[src/rtl/circuito_exp5_genius.sv]
// rtl/circuito_exp5_genius.sv - memory-sequence game: control FSM, datapath, sequence ROM and 7-seg debug decoders
module circuito_exp5_genius #(
    parameter int TIMEOUT_CYCLES = 5000
) (
    input  logic       clock,
    input  logic       reset,
    input  logic       iniciar,
    input  logic [3:0] chaves,
    output logic       pronto,
    output logic       db_igual,
    output logic       acertou,
    output logic       errou,
    output logic [3:0] leds,
    output logic [6:0] db_timeout,
    output logic [6:0] db_contagem,
    output logic [6:0] db_memoria,
    output logic [6:0] db_estado,
    output logic [6:0] db_jogadafeita,
    output logic [6:0] db_limite,
    output logic       db_tem_jogada,
    output logic       db_endmenorquelimite,
    output logic       db_clock
);

    localparam int CW = $clog2(TIMEOUT_CYCLES + 1);
    localparam logic [CW-1:0] TO_LAST = CW'(TIMEOUT_CYCLES - 1);

    typedef enum logic [3:0] {
        INICIAL        = 4'h0,
        PREPARACAO     = 4'h1,
        INICIO_RODADA  = 4'h2,
        ESPERA_JOGADA  = 4'h3,
        REGISTRA       = 4'h4,
        COMPARACAO     = 4'h5,
        PROXIMA_JOGADA = 4'h6,
        PROXIMA_RODADA = 4'h7,
        FIM_ACERTOU    = 4'hA,
        FIM_TIMEOUT    = 4'hD,
        FIM_ERROU      = 4'hE
    } estado_t;

    estado_t estado, estado_prox;

    logic [3:0]    endereco;
    logic [3:0]    limite;
    logic [3:0]    jogada;
    logic [3:0]    memoria;
    logic [CW-1:0] conta_timeout;
    logic          flag_timeout;
    logic          chaves_ativas_q;
    logic          tem_jogada;
    logic          igual;
    logic          end_menor;

    logic zera_end, conta_end, zera_lim, conta_lim, zera_jog, registra_jog;
    logic zera_to, conta_to, zera_flag, seta_flag;

    // Active-low segments, bit order gfedcba.
    function automatic logic [6:0] hex7seg(input logic [3:0] v);
        case (v)
            4'h0: hex7seg = 7'h40;
            4'h1: hex7seg = 7'h79;
            4'h2: hex7seg = 7'h24;
            4'h3: hex7seg = 7'h30;
            4'h4: hex7seg = 7'h19;
            4'h5: hex7seg = 7'h12;
            4'h6: hex7seg = 7'h02;
            4'h7: hex7seg = 7'h78;
            4'h8: hex7seg = 7'h00;
            4'h9: hex7seg = 7'h10;
            4'hA: hex7seg = 7'h08;
            4'hB: hex7seg = 7'h03;
            4'hC: hex7seg = 7'h46;
            4'hD: hex7seg = 7'h21;
            4'hE: hex7seg = 7'h06;
            default: hex7seg = 7'h0E;
        endcase
    endfunction

    always_comb begin
        memoria = 4'h1;
        case (endereco)
            4'h0: memoria = 4'h1;
            4'h1: memoria = 4'h2;
            4'h2: memoria = 4'h4;
            4'h3: memoria = 4'h8;
            4'h4: memoria = 4'h4;
            4'h5: memoria = 4'h2;
            4'h6: memoria = 4'h1;
            4'h7: memoria = 4'h1;
            4'h8: memoria = 4'h2;
            4'h9: memoria = 4'h2;
            4'hA: memoria = 4'h4;
            4'hB: memoria = 4'h4;
            4'hC: memoria = 4'h8;
            4'hD: memoria = 4'h8;
            4'hE: memoria = 4'h1;
            default: memoria = 4'h4;
        endcase
    end

    // A play is the rising edge of "any switch on"; holding gives one pulse.
    assign tem_jogada = (|chaves) & ~chaves_ativas_q;
    assign igual      = (jogada == memoria);
    assign end_menor  = (endereco < limite);

    always_ff @(posedge clock) begin
        if (reset) begin
            estado          <= INICIAL;
            endereco        <= 4'd0;
            limite          <= 4'd0;
            jogada          <= 4'd0;
            conta_timeout   <= '0;
            flag_timeout    <= 1'b0;
            chaves_ativas_q <= 1'b0;
        end else begin
            estado          <= estado_prox;
            chaves_ativas_q <= |chaves;

            if (zera_end)       endereco <= 4'd0;
            else if (conta_end) endereco <= endereco + 4'd1;

            if (zera_lim)       limite <= 4'd0;
            else if (conta_lim) limite <= limite + 4'd1;

            if (zera_jog)          jogada <= 4'd0;
            else if (registra_jog) jogada <= chaves;

            if (zera_to)       conta_timeout <= '0;
            else if (conta_to) conta_timeout <= conta_timeout + CW'(1);

            if (zera_flag)      flag_timeout <= 1'b0;
            else if (seta_flag) flag_timeout <= 1'b1;
        end
    end

    always_comb begin
        estado_prox  = estado;
        zera_end     = 1'b0;
        conta_end    = 1'b0;
        zera_lim     = 1'b0;
        conta_lim    = 1'b0;
        zera_jog     = 1'b0;
        registra_jog = 1'b0;
        zera_to      = 1'b0;
        conta_to     = 1'b0;
        zera_flag    = 1'b0;
        seta_flag    = 1'b0;
        case (estado)
            INICIAL: begin
                if (iniciar) estado_prox = PREPARACAO;
            end
            PREPARACAO: begin
                zera_end    = 1'b1;
                zera_lim    = 1'b1;
                zera_jog    = 1'b1;
                zera_to     = 1'b1;
                zera_flag   = 1'b1;
                estado_prox = INICIO_RODADA;
            end
            INICIO_RODADA: begin
                zera_end    = 1'b1;
                zera_to     = 1'b1;
                estado_prox = ESPERA_JOGADA;
            end
            ESPERA_JOGADA: begin
                conta_to = 1'b1;
                if (tem_jogada) begin
                    estado_prox = REGISTRA;
                end else if (conta_timeout == TO_LAST) begin
                    seta_flag   = 1'b1;
                    estado_prox = FIM_TIMEOUT;
                end
            end
            REGISTRA: begin
                registra_jog = 1'b1;
                estado_prox  = COMPARACAO;
            end
            COMPARACAO: begin
                if (!igual)              estado_prox = FIM_ERROU;
                else if (end_menor)      estado_prox = PROXIMA_JOGADA;
                else if (limite == 4'hF) estado_prox = FIM_ACERTOU;
                else                     estado_prox = PROXIMA_RODADA;
            end
            PROXIMA_JOGADA: begin
                conta_end   = 1'b1;
                zera_to     = 1'b1;
                estado_prox = ESPERA_JOGADA;
            end
            PROXIMA_RODADA: begin
                conta_lim   = 1'b1;
                estado_prox = INICIO_RODADA;
            end
            FIM_ACERTOU, FIM_ERROU, FIM_TIMEOUT: begin
                if (iniciar) estado_prox = PREPARACAO;
            end
            default: estado_prox = INICIAL;
        endcase
    end

    assign pronto  = (estado == FIM_ACERTOU) || (estado == FIM_ERROU) || (estado == FIM_TIMEOUT);
    assign acertou = (estado == FIM_ACERTOU);
    assign errou   = (estado == FIM_ERROU) || (estado == FIM_TIMEOUT);

    assign leds                 = chaves;
    assign db_igual             = igual;
    assign db_tem_jogada        = tem_jogada;
    assign db_endmenorquelimite = end_menor;
    assign db_clock             = clock;
    assign db_timeout           = hex7seg({3'b000, flag_timeout});
    assign db_contagem          = hex7seg(endereco);
    assign db_memoria           = hex7seg(memoria);
    assign db_estado            = hex7seg(estado);
    assign db_jogadafeita       = hex7seg(jogada);
    assign db_limite            = hex7seg(limite);

endmodule

[config.mk]
export PLATFORM = sky130hd
export DESIGN_NAME = circuito_exp5_genius
export DESIGN_NICKNAME = d
export VERILOG_FILES = /design/src/rtl/circuito_exp5_genius.sv
export SDC_FILE = /design/constraint.sdc
export NUM_CORES = 1
export LEC_CHECK = 0
export BUFFER_PORTS_ARGS = -buffer_cell sky130_fd_sc_hd__buf_2
export CORE_MARGIN = 5
export CORE_UTILIZATION = 45
export DETAILED_ROUTE_END_ITERATION = 6
export GPL_TIMING_DRIVEN = 0
export PLACE_DENSITY_LB_ADDON = 0.05
export SYNTH_ARGS = -nofsm -noshare
export SYNTH_HDL_FRONTEND = slang
export SYNTH_SLANG_ARGS = --single-unit
export TNS_END_PERCENT = 20
[constraint.sdc]
create_clock -name clock -period 5.9 [get_ports clock]
set_clock_uncertainty 0.15 [all_clocks]
set_input_delay 0.295 -clock clock [delete_from_list [all_inputs] [get_ports clock]]
set_output_delay 0.295 -clock clock [all_outputs]
set_load 0.01 [all_outputs]
==> out/results.ini, run 1 <==
[routing]
wire_per_inst_um=13.6
antenna_left=0
drc_errors=0
finalWirelength_um=8270
drtIter0Drc=103
vias_per_cell=5.08
dr.pass1.iters=4
vias=3095

[logic_synthesis]
yosysWarnings=0
synth_edf_count=0
syn_area_sq_mm=0.00381
ys_ff_latch=63
synth_flop_cell=dfxtp_1
synth_cell_type_count=70
yosysSeqAreaShare_pct=33.1
synth_cells=427
avgSynthCellArea_sq_um=8.93
synth_async_sr_flop_share_pct=0

[min_path]
hp-class=input port to flop

[floorplanning]
start_util_pct=46.4
dieWidth_um=102
fp.dieH_um=102
core_area_sq_mm=0.00822
row_count=33
num_io_pins=60
die_area_sq_mm=0.0104

[power]
p_leak_uw=0.00207
ir_drop_mv=0.242
power.density_mw_per_mm2=259
power_uw=1160

[global_routing]
grt_max_degree=11
first_global_vias=2952
antenna_found_initial=0
grt_pass1_wl_um=13800
grt_use_total_pct=16.7
grt_overflow=0

[layout]
drive_gt1_share_pct=23.0
antenna_cells=0
final_cells=609
syn2layout_area_growth_pct=17.8
nets=542

[clock_tree]
cts_tree=built
clkTransAtPathRegs_ps=60
insertion_delay_ps=450

[placed_design]
place_inst=589
dp_hpwl_um=6160
place_congestion=0.853
io_buffers=56

[critical_path]
crit_type=clock port to primary output
crit_fanout=2
crit_start=clock
r2r_slack_ps=2640
cp.required_ps=5450
rr_endpoint=db_estado[3]
r2r_start=conta_timeout[3]
crit_path_end=db_clock
cp-start-kind=clock port
reg2reg_depth=8
worstPathArrival_ps=3420
endpoint_kind=primary output

[timing]
setup_tns_ps=0
finalHoldViolations=0
setup_viol=0
slew_violations=0
tightest_slew_ps=727
slew_headroom_pct=51.1
rsz0062_at_grt=no

[flow_run]
maxCapViolCount=0

[outcome]
status=complete, no violations

[kinds of logic (layout without fill, tap and decap cells)]
| logic type | after synthesis | in the layout | share of synthesized area [%] |
|---|---|---|---|
| AND/OR/NAND/NOR | 154 | 154 | 22.0 |
| AO/OA/AOI/OAI | 71 | 71 | 12.4 |
| flip-flops | 63 | 63 | 33.1 |
| buffers and inverters | 53 | 129 | 6.80 |
| adder cells (fa/ha/maj) | 36 | 36 | 11.8 |
| XOR/XNOR | 24 | 24 | 5.71 |
| multiplexers | 24 | 24 | 7.98 |
| other | 2 | 3 | 0.197 |
[routing by layer]
layer  share of wire [%]  track usage, %
met1                  50            23.0
met5                   0               0
met4                 1.7            7.27
met2                  43            25.2
met3                 5.3            3.75
[stage by stage]
step | hold slack, ps | setup WS (ps) | area (sq um) | util [%]
after global routing | 23.2 | 2020 | 4490 | 54.6
after detailed placement | 326 | 2280 | 4230 | 51.4
after CTS | 4.13 | 2030 | 4490 | 54.6
final | 4.58 | 2040 | 4490 | 54.6
after global placement | 326 | 2280 | 4230 | 51.4
after floorplan | 218 | 2390 | 3810 | -
[registers in the layout (all words and copies together) (netlist names)]
name,count
flag_timeout,1
limite,4
db_jogadafeita,7
chaves_ativas_q,1
jogada,4
db_estado,7
conta_timeout,13
endereco,4
db_contagem,7
estado,4
memoria,4
db_limite,7
[report_power, final]
part / switching [uW] / internal (uW) / leakage (uW)
Clock: 184 / 286 / 0.000133
Sequential: 12.9 / 451 / 0.000510
Combinational: 133 / 96.8 / 0.00142
[cells in the mapped netlist (2+ instances only)]
cell	instances	area share, %
o32ai_1	2	0.46
o21a_1	2	0.39
or2_2	2	0.33
mux4_2	5	3.0
a32o_1	2	0.53
nor2_1	48	4.7
ha_1	36	12
nand3_1	11	1.4
clkbuf_1	5	0.49
nand4_1	4	0.66
o21ai_1	3	0.39
nor3_1	5	0.66
and3_1	6	0.99
mux2i_1	18	4.7
buf_2	6	0.79
nor2b_1	7	1.1
o21ai_0	14	1.8
conb_1	2	0.20
buf_4	12	2.4
nand2b_1	13	2.1
nand2_1	32	3.2
a211oi_1	3	0.59
o22ai_1	8	1.3
dfxtp_1	63	33
inv_1	27	2.7
or3_1	2	0.33
xor2_1	15	3.4
xnor2_1	8	1.8
a21o_1	2	0.39
a21oi_1	18	2.4
nor3b_1	2	0.39
nand3b_1	3	0.59
a22o_1	2	0.46
a31oi_1	3	0.49
[placed cells by master, fill, tap and decap left out, drive strengths merged, types with 8 or more instances in the layout]
| cell type | instances |
|---|---|
| nor2 | 50 |
| inv | 28 |
| a21oi | 18 |
| nand3 | 11 |
| o22ai | 8 |
| o21ai | 17 |
| nor2b | 8 |
| nand2 | 32 |
| xor2 | 15 |
| clkbuf | 22 |
| nand2b | 14 |
| dfxtp | 63 |
| xnor2 | 9 |
| buf | 76 |
| mux2i | 18 |
| ha | 36 |
[what timing repair did]
item / 4_1_cts / 5_1_grt
buffers inserted: 0 / 0
resized for setup: 0 / 0
endpoints found under the setup margin: 0 / 0
hold buffers: 1 / 0
hold endpoints to repair: 1 / 0
[how the worst min path moves through the flow]
stage,start,endpoint,slack (ps),cells after the start
2_1_floorplan,reset,estado[3],220,1
3_3_place_gp,clock,db_clock,330,2
3_5_place_dp,clock,db_clock,330,2
4_1_cts,chaves[1],jogada[1],4,3
5_1_grt,chaves[1],jogada[1],20,3
6_report,chaves[1],jogada[1],5,3
[area by class of cell]
cell class	count	area, sq um
fillers	799	3730
multi-input cells	312	2290
repair buffers	56	285
clock inverters	2	37.5
plain buffers	25	154
inverters	28	105
flip-flops and latches	63	1260
clock buffers	18	219
well taps	105	131
[critical path: stages]
cell,delay [ps]
clkbuf_8,110
clkbuf_8,120
buf_4,110
buf_2,130
No activity file was read; power rests on OpenSTA's default activity.
==> run 2: changes to the inputs <==
Settings changed: ABC_AREA set to 1.
Clock period 5.9 ns to 3.3 ns, I/O delays scaled along.
==> run 2 against run 1 <==
Effect of this change:
- routed wire length down 1.7%
- critical endpoint is now db_jogadafeita[0]
- clock power increased by 90%
- global-route usage is essentially flat
- combinational power grew to 4.5 times the previous value
- largest power group is now combinational cells
- count of clock-buffer cells in the layout is 2 lower
- synthesized area is 0.33% lower
- critical path depth grew 7
- cell area is 0.84% higher
- via count increased by 10%
- largest cell class unchanged
- non-clock buffer count shrank 5
==> out/results.ini, run 2 <==
[power]
p_leak_uw=0.00230
pwr-share-seq_pct=32.6
combPwrFrac_pct=36.1
clkPwrFrac_pct=31.3
ir_drop_mv=0.243
internal_power_uw=1800
p_switching_uw=1050
power.density_mw_per_mm2=632
swShare_pct=36.9

[timing]
tightest_slew_ps=722
fin_crit_sh_pct=89.7
finalHoldViolations=0
setup_tns_ps=0
layout_setup_ws_ps=340
rsz0062_at_grt=no
max_freq_mhz=338
setup_viol=0
slew_violations=0
slew_headroom_pct=51.5
period_needed_ps=2960

[critical_path]
cp.required_ps=3470
critPathTopFamily=simple AND/OR/NAND/NOR gates
r2r_slack_ps=340
endpoint_kind=flop
r2r_start=estado[3]
slowest_stage=nor3_1
reg2reg_depth=11
crit_top_cell=inv_1
cp-start-kind=flop
cpPeakStageDelay_ps=610
cp_cell_sequence=nor2_2 -> a21oi_2 -> inv_2 -> buf_6 -> nor3_1 -> inv_1 -> ha_1 -> inv_1 -> nor2_1 -> a211oi_1 -> a21oi_1
critPathBufInv=4
rr_endpoint=db_jogadafeita[0]
worstPathArrival_ps=3130
crit_fanout=10
crit_type=flop to flop

[routing]
finalWirelength_um=8130
vias_per_cell=4.72
drtIter0Drc=91
antenna_left=0
wire_per_inst_um=11.2
vias=3419
drc_errors=0
dr.pass1.iters=4

[layout]
fill_cells=815
final_cell_mix=nand2_1 (138), inv_1 (67), dfxtp_1 (63), nor2_1 (59), buf_2 (58)
final_common_cell=nand2_1
drive_gt1_share_pct=19.4
stdcell_area_sq_mm=0.00453
syn2layout_area_growth_pct=19.1
regArea_sq_mm=0.00126
multi_input_area_sq_mm=0.00213
antenna_cells=0
largest_reg_flops=13
largest_register=conta_timeout
nets=658
fin_util_pct=55.1

[floorplanning]
core_area_sq_mm=0.00822
row_count=33
die_area_sq_mm=0.0104
start_util_pct=46.2
dieWidth_um=102
num_io_pins=60
fp.dieH_um=102

[clock_tree]
post-cts-setup-buffers=0
cts_tree=built
clkTransAtPathRegs_ps=70
insertion_delay_ps=440
cts_resized=0
holdBufCountCts=4

[logic_synthesis]
synth_common_cells=nand2_1 (138), inv_1 (67), dfxtp_1 (63)
synth_flop_cell=dfxtp_1
yosysSeqAreaShare_pct=33.2
synth.area.top_cells=dfxtp_1 (33%), nand2_1 (14%), ha_1 (12%)
avgSynthCellArea_sq_um=7.03
synth_cells=540
yosys.area.top_type_share_pct=33.2
ys_ff_latch=63
yosysWarnings=0
synth_cell_type_count=39
yosysMostFrequentCell=nand2_1
synth_edf_count=0
yosys.area.top_type=dfxtp_1
syn_area_sq_mm=0.00380
synth_async_sr_flop_share_pct=0

[flow_run]
maxCapViolCount=0

[min_path]
holdPathEnd=jogada[3]
hp-class=input port to flop
min_from=chaves[3]
min_path_cells=3

[placed_design]
postPlaceCellArea_sq_mm=0.00421
io_buffers=56
dp_hpwl_um=6210
place_ws_ps=350
place_congestion=0.874

[global_routing]
grt_pass1_wl_um=13600
antenna_found_initial=0
grt_use_total_pct=16.7
grt_overflow=0
first_global_vias=3012
grt_max_degree=11

[outcome]
status=complete, no violations

==> run 2: kinds of logic after synthesis <==
kind of cell               Yosys count  synth area share (%)
xor gates and xnor gates            11                  2.73
DFF                                 63                  33.2
and+or+nand+nor                    267                  31.2
AOI/OAI and AO/OA                   68                  9.98
buffers and inverters               93                  10.8
other                                2                 0.198
adders and majority gates           36                  11.9
==> run 2: stage by stage <==
| step | hold WS, ps | power, uW | cells |
|---|---|---|---|
| after detailed placement | 196 | 2010 | 702 |
| final | 34.6 | 2860 | 724 |
| after floorplan | 84.1 | 1730 | 541 |
| after CTS | 17.2 | 2900 | 724 |
| after global routing | 42.9 | 3080 | 724 |
| after global placement | 196 | 2000 | 702 |
==> run 2: worst max path at each step <==
stage                   start                end  slack, ps  cells after the start
floorplan           estado[3]  db_jogadafeita[0]        900                     11
global route        estado[3]  db_jogadafeita[0]         90                     11
CTS                 estado[3]  db_jogadafeita[0]        330                     11
global placement    estado[3]  db_jogadafeita[0]        380                     11
detailed placement  estado[3]  db_jogadafeita[0]        350                     11
finish              estado[3]  db_jogadafeita[0]        340                     11
==> run 2: power groups by stage <==
stage | Sequential (uW) | Clock, uW | Combinational (uW)
4_1_cts | 933 | 927 | 1040
6_report | 931 | 895 | 1030
3_5_place_dp | 949 | 34.6 | 1030
3_3_place_gp | 946 | 34.6 | 1020
5_1_grt | 943 | 959 | 1180
2_1_floorplan | 983 | 25.0 | 726
==> run 2: routing by layer <==
| metal | GRT usage [%] | part of all wire, % |
|---|---|---|
| met1 | 21.9 | 48 |
| met3 | 4.57 | 5.1 |
| met2 | 25.7 | 46 |
| met5 | 0 | 0 |
| met4 | 7.87 | 1.0 |
==> run 2: area by class of cell <==
class,instances,share of cell area (%)
multi-input cells,385,47.1
flip-flops and latches,63,27.9
repair buffers,59,6.97
inverters,76,6.30
clock buffers,16,4.67
well taps,105,2.90
plain buffers,17,2.79
clock inverters,3,1.44
==> run 2: worst min-delay path: cells and delay by family <==
kind	cells	cell delay, ps
buffers and inverters	1	120
and+or+nand+nor	2	280
